<file path="src/rtl/serial_word_feeder_pkg.sv">
// serial_word_feeder_pkg
//   Shared definitions for the serial word feeder: FSM state encoding and the
//   default tap-address width of the downstream dynamic shift register.
//   The encodings are fixed (IDLE=0, SHIFT=1, PAR=2) so other shift-register
//   blocks can decode the same state values.
package serial_word_feeder_pkg;

    typedef enum logic [1:0] {
        ST_IDLE  = 2'd0,
        ST_SHIFT = 2'd1,
        ST_PAR   = 2'd2
    } state_t;

    // Downstream register has 16 taps.
    localparam int TAP_W_DEF = 4;

endpackage

</file>
<file path="src/rtl/serial_bit_counter.sv">
// serial_bit_counter
//   Bit-position counter for the serialiser. Cleared on load, advanced on inc,
//   and flags the last data bit (count == WIDTH-1).
// Ports:
//   clk   in  rising-edge clock
//   rst_n in  asynchronous active-low reset
//   load  in  clear count to 0 (a new word is being captured)
//   inc   in  advance count by one
//   last  out count is at WIDTH-1
module serial_bit_counter #(
    parameter int WIDTH = 8,
    parameter int CNT_W = 3
) (
    input  logic clk,
    input  logic rst_n,
    input  logic load,
    input  logic inc,
    output logic last
);

    logic [CNT_W-1:0] cnt;

    // The FSM only asserts inc while last is low, so cnt never passes WIDTH-1.
    always_ff @(posedge clk or negedge rst_n) begin
        if (!rst_n) begin
            cnt <= '0;
        end else if (load) begin
            cnt <= '0;
        end else if (inc) begin
            cnt <= cnt + 1'b1;
        end
    end

    assign last = (cnt == CNT_W'(WIDTH - 1));

endmodule

</file>
<file path="src/rtl/serial_word_feeder.sv">
// serial_word_feeder
//   Accepts parallel words on a valid/ready handshake and serialises them
//   MSB-first onto sout with a shift strobe sout_ce, feeding the D/CE inputs of
//   a dynamic shift register. The tap address captured with each word drives
//   the register's A input and holds until the next accepted word.
//   Optional trailing even-parity bit: define SERIAL_WORD_FEEDER_PARITY_EN.
// Ports:
//   clk       in  rising-edge clock
//   rst_n     in  asynchronous active-low reset
//   din       in  parallel word
//   din_valid in  din / tap_sel valid
//   din_ready out word accepted this cycle when din_valid is high
//   tap_sel   in  tap address captured with the word
//   sout      out serial data (0 whenever sout_ce is low)
//   sout_ce   out shift strobe
//   tap_a     out latched tap address
//   busy      out a word or its parity bit is being emitted
//   done      out final bit of a word is on sout
module serial_word_feeder
    import serial_word_feeder_pkg::*;
#(
    parameter int WIDTH = 8,
    parameter int TAP_W = TAP_W_DEF
) (
    input  logic             clk,
    input  logic             rst_n,
    input  logic [WIDTH-1:0] din,
    input  logic             din_valid,
    output logic             din_ready,
    input  logic [TAP_W-1:0] tap_sel,
    output logic             sout,
    output logic             sout_ce,
    output logic [TAP_W-1:0] tap_a,
    output logic             busy,
    output logic             done
);

    localparam int CNT_W = $clog2(WIDTH);

    state_t           state, state_nxt;
    logic [WIDTH-1:0] sreg;
    logic             xfer;
    logic             last;
    logic             load;
    logic             inc;
`ifdef SERIAL_WORD_FEEDER_PARITY_EN
    logic             parity;
`endif

    assign xfer = din_valid & din_ready;

    serial_bit_counter #(
        .WIDTH (WIDTH),
        .CNT_W (CNT_W)
    ) u_cnt (
        .clk   (clk),
        .rst_n (rst_n),
        .load  (load),
        .inc   (inc),
        .last  (last)
    );

    // State register
    always_ff @(posedge clk or negedge rst_n) begin
        if (!rst_n) begin
            state <= ST_IDLE;
        end else begin
            state <= state_nxt;
        end
    end

    // Next state and counter control
    always_comb begin
        state_nxt = state;
        load      = 1'b0;
        inc       = 1'b0;
        case (state)
            ST_IDLE: begin
                if (xfer) begin
                    load      = 1'b1;
                    state_nxt = ST_SHIFT;
                end
            end
            ST_SHIFT: begin
                if (!last) begin
                    inc = 1'b1;
                end else begin
`ifdef SERIAL_WORD_FEEDER_PARITY_EN
                    state_nxt = ST_PAR;
`else
                    // Reload on the last bit so words stream with no gap.
                    if (xfer) begin
                        load = 1'b1;
                    end else begin
                        state_nxt = ST_IDLE;
                    end
`endif
                end
            end
`ifdef SERIAL_WORD_FEEDER_PARITY_EN
            ST_PAR: begin
                if (xfer) begin
                    load      = 1'b1;
                    state_nxt = ST_SHIFT;
                end else begin
                    state_nxt = ST_IDLE;
                end
            end
`endif
            default: state_nxt = ST_IDLE;
        endcase
    end

    // Datapath: shift register, tap address and parity capture
    always_ff @(posedge clk or negedge rst_n) begin
        if (!rst_n) begin
            sreg  <= '0;
            tap_a <= '0;
        end else if (load) begin
            sreg  <= din;
            tap_a <= tap_sel;
        end else if (state == ST_SHIFT) begin
            sreg  <= {sreg[WIDTH-2:0], 1'b0};
        end
    end

`ifdef SERIAL_WORD_FEEDER_PARITY_EN
    // XOR of the word is the even-parity bit.
    always_ff @(posedge clk or negedge rst_n) begin
        if (!rst_n) begin
            parity <= 1'b0;
        end else if (load) begin
            parity <= ^din;
        end
    end
`endif

    // Output decode: everything derives from registered state only.
    always_comb begin
        din_ready = 1'b0;
        sout      = 1'b0;
        sout_ce   = 1'b0;
        busy      = 1'b0;
        done      = 1'b0;
        case (state)
            ST_IDLE: begin
                din_ready = 1'b1;
            end
            ST_SHIFT: begin
                sout    = sreg[WIDTH-1];
                sout_ce = 1'b1;
                busy    = 1'b1;
`ifndef SERIAL_WORD_FEEDER_PARITY_EN
                din_ready = last;
                done      = last;
`endif
            end
`ifdef SERIAL_WORD_FEEDER_PARITY_EN
            ST_PAR: begin
                sout      = parity;
                sout_ce   = 1'b1;
                busy      = 1'b1;
                din_ready = 1'b1;
                done      = 1'b1;
            end
`endif
            default: ;
        endcase
    end

endmodule
</file>
<file path="config.mk">
export PLATFORM = sky130hd
export DESIGN_NAME = serial_word_feeder
export DESIGN_NICKNAME = d
export VERILOG_FILES = /design/src/rtl/serial_word_feeder_pkg.sv /design/src/rtl/serial_bit_counter.sv /design/src/rtl/serial_word_feeder.sv
export SDC_FILE = /design/constraint.sdc
export NUM_CORES = 1
export LEC_CHECK = 0
export CAP_MARGIN = 20
export CORE_MARGIN = 10
export CORE_UTILIZATION = 45
export CTS_CLUSTER_DIAMETER = 150
export DETAILED_ROUTE_END_ITERATION = 6
export PLACE_DENSITY = 0.83
export SETUP_SLACK_MARGIN = 0.15
export SLEW_MARGIN = 20
export SYNTH_ARGS = -nofsm -noshare
export SYNTH_HDL_FRONTEND = slang
export SYNTH_HIERARCHICAL = 1
export SYNTH_SLANG_ARGS = --single-unit
export TNS_END_PERCENT = 50
</file>
<file path="constraint.sdc">
create_clock -name clk -period 1.94 [get_ports clk]
set_input_delay 0.388 -clock clk [delete_from_list [all_inputs] [get_ports clk]]
set_output_delay 0.388 -clock clk [all_outputs]
set_load 0.02 [all_outputs]
</file>
; ---- Yosys cells after proc, flatten, opt, wreduce, memory -nomap -nowiden
; Cells that the tools add are included.
[word_totals]
regBits = 17
output_inout_bits = 9
[op_classes]
add_sub_neg = 1
eq_ne = 5
mux = 17
bitwise = 1
reduce_logical = 4
[op_table]
columns = op, count
row1 = $mux W8, 2
row2 = $mux W1, 7
row3 = $mux W2, 3
row4 = $mux W3, 2
row5 = $ne A2 B2 Y1 const B, 3
row6 = $pmux W1 S2, 2
row7 = $pmux W2 S2, 1
row8 = $reduce_bool A2 Y1, 2
row9 = $add A3 B1 Y3 const B, 1
row10 = $eq A3 B3 Y1 const B, 1
row11 = $reduce_and A3 Y1, 1
row12 = $eq A2 B1 Y1 const B, 1
row13 = $logic_not A2 Y1, 1
row14 = $and A1 B1 Y1, 1

; ---- Depth between registers and ports, before layout
[depth]
depth_word = 7
ltp_mapped = 6
ltp_nobuf = 6

; ---- Modules after synthesis
; The synthesis kept the hierarchy.
[modules_own_cells]
columns = module, instances, cells_per_inst, area_per_inst_um2, seq_area_each_um2
row1 = serial_word_feeder, 1, 61, 668.1, 325.3
row2 = serial_bit_counter, 1, 11, 140.1, 75.1

; ---- Worst setup path before layout
; No wires, ideal clock.
[synth_timing]
path_kind = reg-to-reg
from = reg u_cnt.cnt[0]
to = reg tap_a[0]
t_arrival_ps = 1387
t_required_ps = 1815
path_slack_ps = 428
path_stages_with_launch = 6
path_buffers = 0
period_less_slack_ps = 1512
cell_sequence = dfrtp_1 > ha_1 > ha_1 > nand2b_4 > nand2_4 > mux2_4
[synth_between]
elab_chain_cells = 6
[synth_lines]
columns = item, line
row1 = "start, declared", serial_bit_counter.sv:21  ; logic [CNT_W-1:0] cnt;
row2 = "start signal, assigned", serial_bit_counter.sv:30  ; cnt <= cnt + 1'b1;
row3 = $eq A3 B3 Y1 (*), serial_bit_counter.sv:34  ; assign last = (cnt == CNT_W'(WIDTH - 1));
row4 = named net last, serial_word_feeder.sv:43  ; logic last;
row5 = $pmux W1 S2 (*), serial_word_feeder.sv:145  ; case (state)
row6 = named net din_ready, serial_word_feeder.sv:29  ; output logic din_ready,
row7 = $and A1 B1 Y1 (*), serial_word_feeder.sv:50  ; assign xfer = din_valid & din_ready;
row8 = $mux W1 (*), "serial_word_feeder.sv:79, serial_word_feeder.sv:92"
row9 = $mux W1, serial_word_feeder.sv:85  ; if (!last) begin
row10 = $pmux W1 S2 (*), serial_word_feeder.sv:77  ; case (state)
row11 = "end signal, assigned", serial_word_feeder.sv:121  ; tap_a <= tap_sel;
row12 = "end, declared", serial_word_feeder.sv:33  ; output logic [TAP_W-1:0] tap_a,
; Mark *: on every way through the listed nets, which the timed path passes. The rest lies on a longest branch.
; A chain may end at the register's enable or synchronous reset.

; ---- Worst setup path in the final report
[layout_timing]
from = reg u_cnt.cnt[0]
to = out done
[layout_between]
elab_chain_cells = 2
[layout_lines]
columns = item, line
row1 = $eq A3 B3 Y1, serial_bit_counter.sv:34
row2 = named net last, serial_word_feeder.sv:43
row3 = $mux W1, serial_word_feeder.sv:145
row4 = "end, declared", serial_word_feeder.sv:35  ; output logic done
; The timed path passes the listed nets, and every way through them passes these cells.

==> out/metrics.yaml <==
final_layout:
  layout.nets: 120
  postLayoutCellArea_um2: 1119
  layout_common_cells: "clkdlybuf4s50_1, dfrtp_1, nor2_1, buf_4"
  drive_gt1_frac: 0.2178
  syn2layout_area_growth_pct: 38.39
  final_common_cell: "clkdlybuf4s50_1"
  n_antenna_cell: 0
  fill_cells: 140
pwr:
  swShare: 0.3621
  power.internal_mw: 1.026
  clock_power_share: 0.103
  vdd_ir_drop_max_uv: 928.0
  total_power_mw: 1.609
  power.switching_uw: 582.4
  p_comb_frac: 0.535
  p_seq_frac: 0.362
  leakagePower_nw: 0.5268
  power_density_nw_per_um2: 1438
routing:
  ant_nets: 0
  num_vias: 634
  wl_per_cell_um: 13.79
  firstDrtPassIters: 4
  drc_errors: 0
  initialDrtViolationCount: 16
  viasPerCell: 5.032
  drt_wl_total_um: 1738
grt:
  grt_max_degree: 21
  grt_pass1_wl_um: 2973
  gr-total-overflow: 0
  gr-usage-all-layers: 0.08971
  antenna_found_initial: 0
  grt_pass1_vias: 649
critical_path:
  start_kind: "register"
  r2r-start: "u_cnt/cnt[0]"
  rrSetupSlack_ns: 0.33
  r2r_end: "sreg[1]"
  reg2reg_depth: 7
  cp-end-kind: "output pin"
  cp.required_ns: 1.55
  cp_max_fo: 3
  criticalPathCategory: "reg -> out"
  crit_arrival_ns: 1.37
sta:
  fin_crit_sh: 0.9050
  fmax_mhz: 569.6
  relSlewSlack: 0.8431
  final_max_slew_viol_count: 0
  worstMarginPinSlew_ns: 0.2339
  grt_setup_unrepaired: "true"
  setup_violations: 0
  setup_tns_ns: 0
  finClkSkew_ns: 0.003755
  hold_viol: 0
  layout_min_cycle_time_ns: 1.756
floorplanning:
  io_pins: 24
  die_h_um: 62.38
  coreArea_um2: 1708
  core.rowCount: 15
  die_area_um2: 3891
  die_x_um: 62.38
  initial_core_util: 0.4733
logic_synthesis:
  synth.distinct_cells: 22
  ys_seq_area_frac: 0.4954
  synth_seq_cells: 16
  syn_area_um2: 808.3
  yosys_warnings: 6
  syn_nets: 89
  synth_cells: 72
  syn_area_per_cell_um2: 11.23
placement:
  hpwl_um: 1329
  gp_congestion: 0.7037
  dpl_cell_area_um2: 1071
  port_buffers: 23
clock_network:
  tritoncts: "yes"
  clockBufferDepth: 2
  numCtsBuffers: 3
  cts_root_buf: "clkbuf_4"
  insertion_delay_ns: 0.27
  cts.clk_slew.worst_paths_ns: 0.09
  ctsHtreeMaxLevel: 1
  numClockSinks: 16
hold_path:
  worstHoldPathType: "in -> async"
status:
  status: "completed"
flow_run:
  maxCapViolCount: 0
## state kept, by name, summed over array words and instances, names as in the netlist
register   count
tap_a          4
sreg           8
u_cnt/cnt      3
state          1
## timing repair
| item | 4_1_cts | 5_1_grt |
|---|---|---|
| endpoints found under the setup margin | 5 | 4 |
| cloned | 0 | 0 |
| hold buffers | 0 | 0 |
| setup buffers | 1 | 2 |
| resized for setup | 11 | 4 |
## worst max-delay path by stage
stage | slack, ns | startpoint | cells after the start | end
after detailed placement | 0.03 | u_cnt/cnt[0] | 4 | done
final | 0.18 | u_cnt/cnt[0] | 4 | done
after floorplan | 0.43 | u_cnt/cnt[0] | 5 | tap_a[0]
after CTS | 0.14 | u_cnt/cnt[0] | 4 | done
after global routing | 0.13 | state[0] | 1 | sout_ce
after global placement | 0.06 | u_cnt/cnt[0] | 4 | done
## power groups by stage
stage / clock, mW / combinational (mW) / sequential (mW)
6_report: 0.165 / 0.861 / 0.582
5_1_grt: 0.187 / 0.952 / 0.600
4_1_cts: 0.170 / 0.842 / 0.580
3_5_place_dp: 0 / 0.839 / 0.586
3_3_place_gp: 0 / 0.806 / 0.580
2_1_floorplan: 0 / 0.491 / 0.625
## synthesized netlist by cell type
library cell | n | area (um^2)
buf_4 | 1 | 7.510
buf_6 | 1 | 11.26
o22ai_1 | 7 | 43.79
mux2_4 | 4 | 60.06
nor2_1 | 10 | 37.54
and2_2 | 1 | 7.510
or2b_1 | 1 | 7.510
ha_1 | 2 | 25.02
and2_1 | 1 | 6.260
buf_2 | 2 | 10.01
mux2i_1 | 3 | 30.03
dfrtp_1 | 16 | 400.4
a21bo_1 | 1 | 10.01
nand2_4 | 1 | 11.26
nor2b_1 | 7 | 43.79
o21ai_0 | 1 | 5.000
nand3_1 | 1 | 5.000
nand2b_4 | 1 | 13.76
xnor2_1 | 1 | 8.760
a211oi_1 | 7 | 52.55
nand2_1 | 1 | 3.750
inv_1 | 2 | 7.510
## stage by stage
step                setup slack (ns)  utilization  std cells  hold slack [ns]
floorplan                     0.4278            -         72          0.09241
global placement             0.06128       0.6271        120           0.4929
detailed placement           0.03144       0.6271        120           0.4943
CTS                           0.1388       0.6403        124           0.4328
global route                  0.1315       0.6549        126           0.4419
finish                        0.1843       0.6549        126           0.4287
## cells by family after synthesis
group                    share of synthesized area
flip-flops                                  0.4954
AND/OR/NAND/NOR                             0.1687
multiplexers                                0.1115
XOR/XNOR                                   0.01084
buffers and inverters                      0.04490
AO/OA/AOI/OAI                               0.1378
adder cells (fa/ha/maj)                    0.03095
## routing by layer
metal	share of wire	vias up	track usage
li1	-	312	-
met1	0.44	306	0.1101
met2	0.50	14	0.1449
met3	0.056	2	0.03584
met4	0.0029	0	0.01676
met5	0	-	0
## critical path, cell delays in order (launching register included)
cell	delay (ns)
dfrtp_1	0.40
ha_2	0.19
ha_2	0.17
and2_2	0.18
buf_4	0.15
## layout make-up
class,count,area [um^2],share of cell area
clock buffers,3,22.52,0.02013
inverters,2,7.507,0.006711
multi-input cells,50,376.6,0.3367
flip-flops and latches,16,401.6,0.3591
well taps,25,31.28,0.02796
repair buffers,30,279.0,0.2494
Note: power is estimated with default switching activity, not from simulation.
==> patch 1: new RTL, config.mk and constraints unchanged <==
Encoding of `state_t`: now one-hot (3 bits for 3 states).
--- a/src/rtl/serial_word_feeder_pkg.sv
+++ b/src/rtl/serial_word_feeder_pkg.sv
@@ -5,10 +5,10 @@
 //   blocks can decode the same state values.
 package serial_word_feeder_pkg;
 
-    typedef enum logic [1:0] {
-        ST_IDLE  = 2'd0,
-        ST_SHIFT = 2'd1,
-        ST_PAR   = 2'd2
+    typedef enum logic [2:0] {
+        ST_IDLE  = 3'b001,
+        ST_SHIFT = 3'b010,
+        ST_PAR   = 3'b100
     } state_t;
 
     // Downstream register has 16 taps.
Function: same outputs for any inputs over 10 cycles, from zero or initial values and one cycle with rst_n low; not proved beyond that.
==> patch 1 against the original RTL <==
  * Setup slack lost 0.080 ns
  * Synthesized area grew 11%
  * Sequential power grew 6.2%
  * Final area grew 15%
  * Wire length grew 12%
  * Power grew 22%
  * Clock skew grew 0.0083 ns
  * Final cell count grew 0.79%
  * Global-route usage grew 0.059 points
  * Count of clock-buffer cells in the layout is the same
  * Sequential cell count grew 1
==> patch 1: results (changes against the original RTL) <==
- Status: complete, no violations (unchanged)
- Mux contribution to synthesized area: 0.300 (was 0.111)
- Mean post-synth cell area: 14.2 µm² (was 11.2 µm²)
- Adder-Cell Fraction of Synth Area: 0.0560 (was 0.0310)
- Clock latency on the worst-skew pair: 0.29 ns (was 0.27 ns)
- Leakage power: 0.599 nW (was 0.527 nW)
- Vias in the first global route: 666 (was 649)
- Total routing usage reported by global routing: 0.0903 (was 0.0897)
- Synth Area in XOR/XNOR: 0.00980 (was 0.0108)
- GP Congestion: 0.683 (was 0.704)
- Final worst-path cycle share: 0.946 (was 0.905)
- Syn nets: 82 (was 89)
- Worst Skew: 0.0120 ns (was 0.00376 ns)
- Synth Area in Compound Gates: 0.0350 (was 0.138)
- Drt total wl: 1.94 mm (was 1.74 mm)
- DP HPWL: 1.33 mm (about the same)
- Worst-path fanout max: 6 (was 3)
- Per-cell routed wire length: 15.3 µm (was 13.8 µm)
- Placed Cells incl. Taps: 114 (was 120)
- Largest Register: sreg (unchanged)
- Max stage delay on crit path: 0.56 ns (was 0.40 ns)
- Top post-synthesis cells by area: dfrtp_1 (45%), mux2_4 (15%), mux2_2 (7.6%) (was dfrtp_1 (50%), mux2_4 (7.4%), a211oi_1 (6.5%))
- Crit path capture: sreg[2]$_DFFE_PN0P_ (was done)
- Top cells by count, synth: dfrtp_1 (16), mux2_4 (9), mux2_2 (6) (was dfrtp_1 (16), nor2_1 (10), a211oi_1 (7), nor2b_1 (7), o22ai_1 (7))
- Layout cells sized above 1: 0.420 (was 0.218)
- Peak supply drop: 0.000906 V (was 0.000928 V)
- Slowest CP cell: dfstp_2 (was dfrtp_1)
- R2R depth: 6 (was 7)
- Synth unique cells: 21 (was 22)
- FILL cells: 156 (was 140)
- Worst Path Arrival: 2.03 ns (was 1.37 ns)
- CTS clk-pin slew, worst paths: 0.11 ns (was 0.09 ns)
- First-pass GRT wire length: 3.06 mm (was 2.97 mm)
- Sequential area share after synthesis: 0.478 (was 0.495)
- CP startpoint: state[0]$_DFFE_PN1P_ (was u_cnt/cnt[0]$_DFFE_PN0P_)
- Routed vias/inst: 4.85 (was 5.03)
- 1st-iter DRT viols: 10 (was 16)
- Largest net degree at the start of global routing: 18 (was 21)
- Placement Cell Area: 1170 µm² (was 1070 µm²)
- Relative slew margins: 0.792 (was 0.843)
- Diodes inserted: 0 (unchanged)
- Drt first pass iters: 3 (was 4)
- DP Worst Slack: -0.00890 ns (was 0.0314 ns)
patch 1: cell type report:
cell class	count	area [µm²]	share of cell area
clock buffer	3	22.5	0.0175
inverter	2	7.51	0.00583
timing repair buffer	36	347	0.269
tap	27	33.8	0.0262
clock inverter	1	5.00	0.00388
multi-input combinational	41	447	0.347
sequential	17	427	0.331
patch 1: where the power goes:
group | internal [mW] | switching, mW | total [mW]
clock | 0.0767 | 0.113 | 0.190
sequential | 0.529 | 0.0893 | 0.618
combinational | 0.703 | 0.444 | 1.15
patch 1: worst min-delay path by stage:
| stage | to | slack, ns | cells past startpoint |
|---|---|---|---|
| global route | sreg[7]$_DFFE_PN0P_ | 0.43 | 2 |
| detailed placement | tap_a[1]$_DFFE_PN0P_ | 0.50 | 1 |
| floorplan | sreg[0]$_DFFE_PN0P_ | 0.09 | 0 |
| global placement | tap_a[0]$_DFFE_PN0P_ | 0.49 | 1 |
| finish | sreg[7]$_DFFE_PN0P_ | 0.41 | 2 |
| CTS | sreg[7]$_DFFE_PN0P_ | 0.41 | 2 |
patch 1: routing by layer:
layer	global-route usage	up-vias	routed length [µm]	share of wire
met5	0	-	0	0
met4	0.0481	0	34	0.017
met3	0.0378	4	152	0.078
met2	0.150	17	998	0.51
met1	0.0952	304	759	0.39
li1	-	291	-	-
patch 1: logic make-up after synthesis:
logic type | Yosys count
XOR/XNOR | 1
adder cells (fa/ha/maj) | 4
AND/OR/NAND/NOR | 11
AO/OA/AOI/OAI | 4
multiplexers | 21
buffers and inverters | 5
flip-flops | 17
patch 1: what timing repair did:
item,4_1_cts,5_1_grt
gates resized for setup,19,4
gates cloned,0,1
setup endpoints to repair,17,17
pin swaps,0,2
setup buffers,4,4
patch 1: worst max-delay path: cells and delay by family, from the launching register on:
family | cells | cell delay (ns)
flip-flops | 1 | 0.56
AND/OR/NAND/NOR | 2 | 0.44
multiplexers | 1 | 0.29
buffers and inverters | 2 | 0.23
adder cells (fa/ha/maj) | 1 | 0.21
==> patch 2: new RTL, same settings <==
Without the edit above. `WIDTH` is set to 8 in 2 places; all go to 4.
--- a/src/rtl/serial_bit_counter.sv
+++ b/src/rtl/serial_bit_counter.sv
@@ -8,7 +8,7 @@
 //   inc   in  advance count by one
 //   last  out count is at WIDTH-1
 module serial_bit_counter #(
-    parameter int WIDTH = 8,
+    parameter int WIDTH = 4,
     parameter int CNT_W = 3
 ) (
     input  logic clk,
--- a/src/rtl/serial_word_feeder.sv
+++ b/src/rtl/serial_word_feeder.sv
@@ -19,7 +19,7 @@
 module serial_word_feeder
     import serial_word_feeder_pkg::*;
 #(
-    parameter int WIDTH = 8,
+    parameter int WIDTH = 4,
     parameter int TAP_W = TAP_W_DEF
 ) (
     input  logic             clk,
Ports: changed (resized din); port bits go from 24 to 20. No check against the original RTL was run, so the function may have changed too.
==> patch 2 against the original RTL <==
  * Power shrank 24%
  * Sequential share of layout area grew 0.20 points
  * Wire length shrank 33%
  * Final cell count shrank 36%
  * Clock skew shrank 0.0021 ns
  * Critical path type unchanged
  * Non-clock buffer count shrank 11
  * Final area shrank 32%
  * Via count shrank 35%
  * Core utilization grew 1.6 points
  * Largest power group unchanged
  * Synthesized area shrank 31%
  * Clock power shrank 10%
  * Highest routed layer is now met3
  * Sequential cell count shrank 5
  * Setup slack gained 0.011 ns
==> patch 2: results (changes against the original RTL) <==
- Status: complete, no violations (unchanged)
- Metal-1 WL: 491 µm (was 761 µm)
- Peak supply drop: 0.000800 V (was 0.000928 V)
- Per-cell routed wire length: 14.5 µm (was 13.8 µm)
- DP HPWL: 936 µm (was 1.33 mm)
- CTS Buffer Depth: 2 (unchanged)
- Largest registers: sreg x4, tap_a x4, u_cnt/cnt x2 (was sreg x8, tap_a x4, u_cnt/cnt x3)
- CTS clk-pin slew, worst paths: 0.07 ns (was 0.09 ns)
- Layout cells sized above 1: 0.209 (was 0.218)
- CTS Buf Count: 3 (unchanged)
- Met3 wire len: 130 µm (was 97 µm)
- Top post-synthesis cells by area: dfrtp_1 (50%), mux2_4 (11%), a211oi_1 (4.1%) (was dfrtp_1 (50%), mux2_4 (7.4%), a211oi_1 (6.5%))
- Sequential area share after synthesis: 0.497 (was 0.495)
- GRT met3 Usage: 0.0400 (was 0.0358)
- Slowest CP cell: clkdlybuf4s50_1 (was dfrtp_1)
- Top cell type's share of synthesized area: 0.497 (was 0.495)
- Worst R2R End: tap_a[1]$_DFFE_PN0P_ (was sreg[1]$_DFFE_PN0P_)
- Largest net degree at the start of global routing: 13 (was 21)
- Asr flop ratio synth: 1.00 (unchanged)
- Top cells by count, synth: dfrtp_1 (11), nor2_1 (5), mux2_4 (4) (was dfrtp_1 (16), nor2_1 (10), a211oi_1 (7), nor2b_1 (7), o22ai_1 (7))
- Mapped Cells: 46 (was 72)
- Worst-path fanout max: 10 (was 3)
- First-pass GRT wire length: 1.88 mm (was 2.97 mm)
- Comb power frac: 0.546 (was 0.535)
- Placed Cells incl. Taps: 77 (was 120)
- FILL cells: 100 (was 140)
- 1st-iter DRT viols: 4 (was 16)
- CP startpoint: state[0]$_DFFE_PN0P_ (was u_cnt/cnt[0]$_DFFE_PN0P_)
- Post-CTS sizing: 6 (was 11)
- Metal2 WL: 551 µm (was 873 µm)
- Synth unique cells: 21 (was 22)
- Vias in the first global route: 445 (was 649)
- Top layer in use: met3 (was met4)
- Syn nets: 58 (was 89)
- Clock group: 0.148 mW (was 0.165 mW)
- Total routing usage reported by global routing: 0.0821 (was 0.0897)
- Crit-path leading delay family: buffers and inverters (was flip-flops)
- Worst Hold Class: in2async (unchanged)
- Leakage power: 0.360 nW (was 0.527 nW)
- R2R depth: 4 (was 7)
- Grt met1 use: 0.0924 (was 0.110)
- GP Congestion: 0.693 (was 0.704)
- Worst Skew: 0.00166 ns (was 0.00376 ns)
- Switching Fraction: 0.373 (was 0.362)
- Routed vias/inst: 5.10 (was 5.03)
- Vias: 413 (was 634)
- Initial antenna violation count: 0 (unchanged)
- Met2 Usage GRT: 0.134 (was 0.145)
- Drt first pass iters: 3 (was 4)
- Final nets: 80 (was 120)
- Actual slew at the worst max-slew pin: 0.482 ns (was 0.234 ns)
- PortBufs: 19 (was 23)
- CTS Root Cell: clkbuf_4 (unchanged)
- R2r setup slk: 0.57 ns (was 0.33 ns)
- Max stage delay on crit path: 0.64 ns (was 0.40 ns)
- Setup bufs post-CTS: 0 (was 1)
[patch 2: changes by cell type after synthesis, sizes merged, moves of 3 or more]
| cell | before | now |
|---|---|---|
| dfrtp | 16 | 11 |
| nor2 | 10 | 5 |
| a211oi | 7 | 3 |
| nor2b | 7 | 3 |
| o22ai | 7 | 3 |
| buf | 4 | 1 |
[patch 2: cells by family after synthesis]
logic type	after synthesis	share of synthesized area
buffers and inverters	4	0.0519
muxes	6	0.144
DFF	11	0.497
and+or+nand+nor	15	0.167
AOI/OAI and AO/OA	8	0.102
xor gates and xnor gates	1	0.0158
adders and majority gates	1	0.0226
[patch 2: area by class of cell]
class                           instances  area share
Multi-Input combinational cell         31       0.327
Tap cell                               14      0.0229
Sequential cell                        11       0.361
Timing Repair Buffer                   19       0.245
Inverter                                2     0.00980
Clock buffer                            4      0.0343
[patch 2: worst max-delay path by stage]
stage / endpoint / depth (start not counted) / slack, ns
global route: busy / 1 / 0.14
detailed placement: din_ready / 3 / 0.17
global placement: din_ready / 3 / 0.19
finish: busy / 1 / 0.20
CTS: din_ready / 3 / 0.13
floorplan: tap_a[0]$_DFFE_PN0P_ / 4 / 0.59
[patch 2: metrics by stage]
| step | utilization | hold WS (ns) | total power, mW | setup WS (ns) | instance area (µm²) |
|---|---|---|---|---|---|
| floorplan | - | 0.0924 | 0.854 | 0.594 | 554 |
| global placement | 0.649 | 0.495 | 1.09 | 0.195 | 741 |
| detailed placement | 0.649 | 0.496 | 1.12 | 0.168 | 741 |
| CTS | 0.672 | 0.471 | 1.25 | 0.126 | 767 |
| global route | 0.671 | 0.487 | 1.32 | 0.140 | 766 |
| finish | 0.671 | 0.453 | 1.23 | 0.195 | 766 |
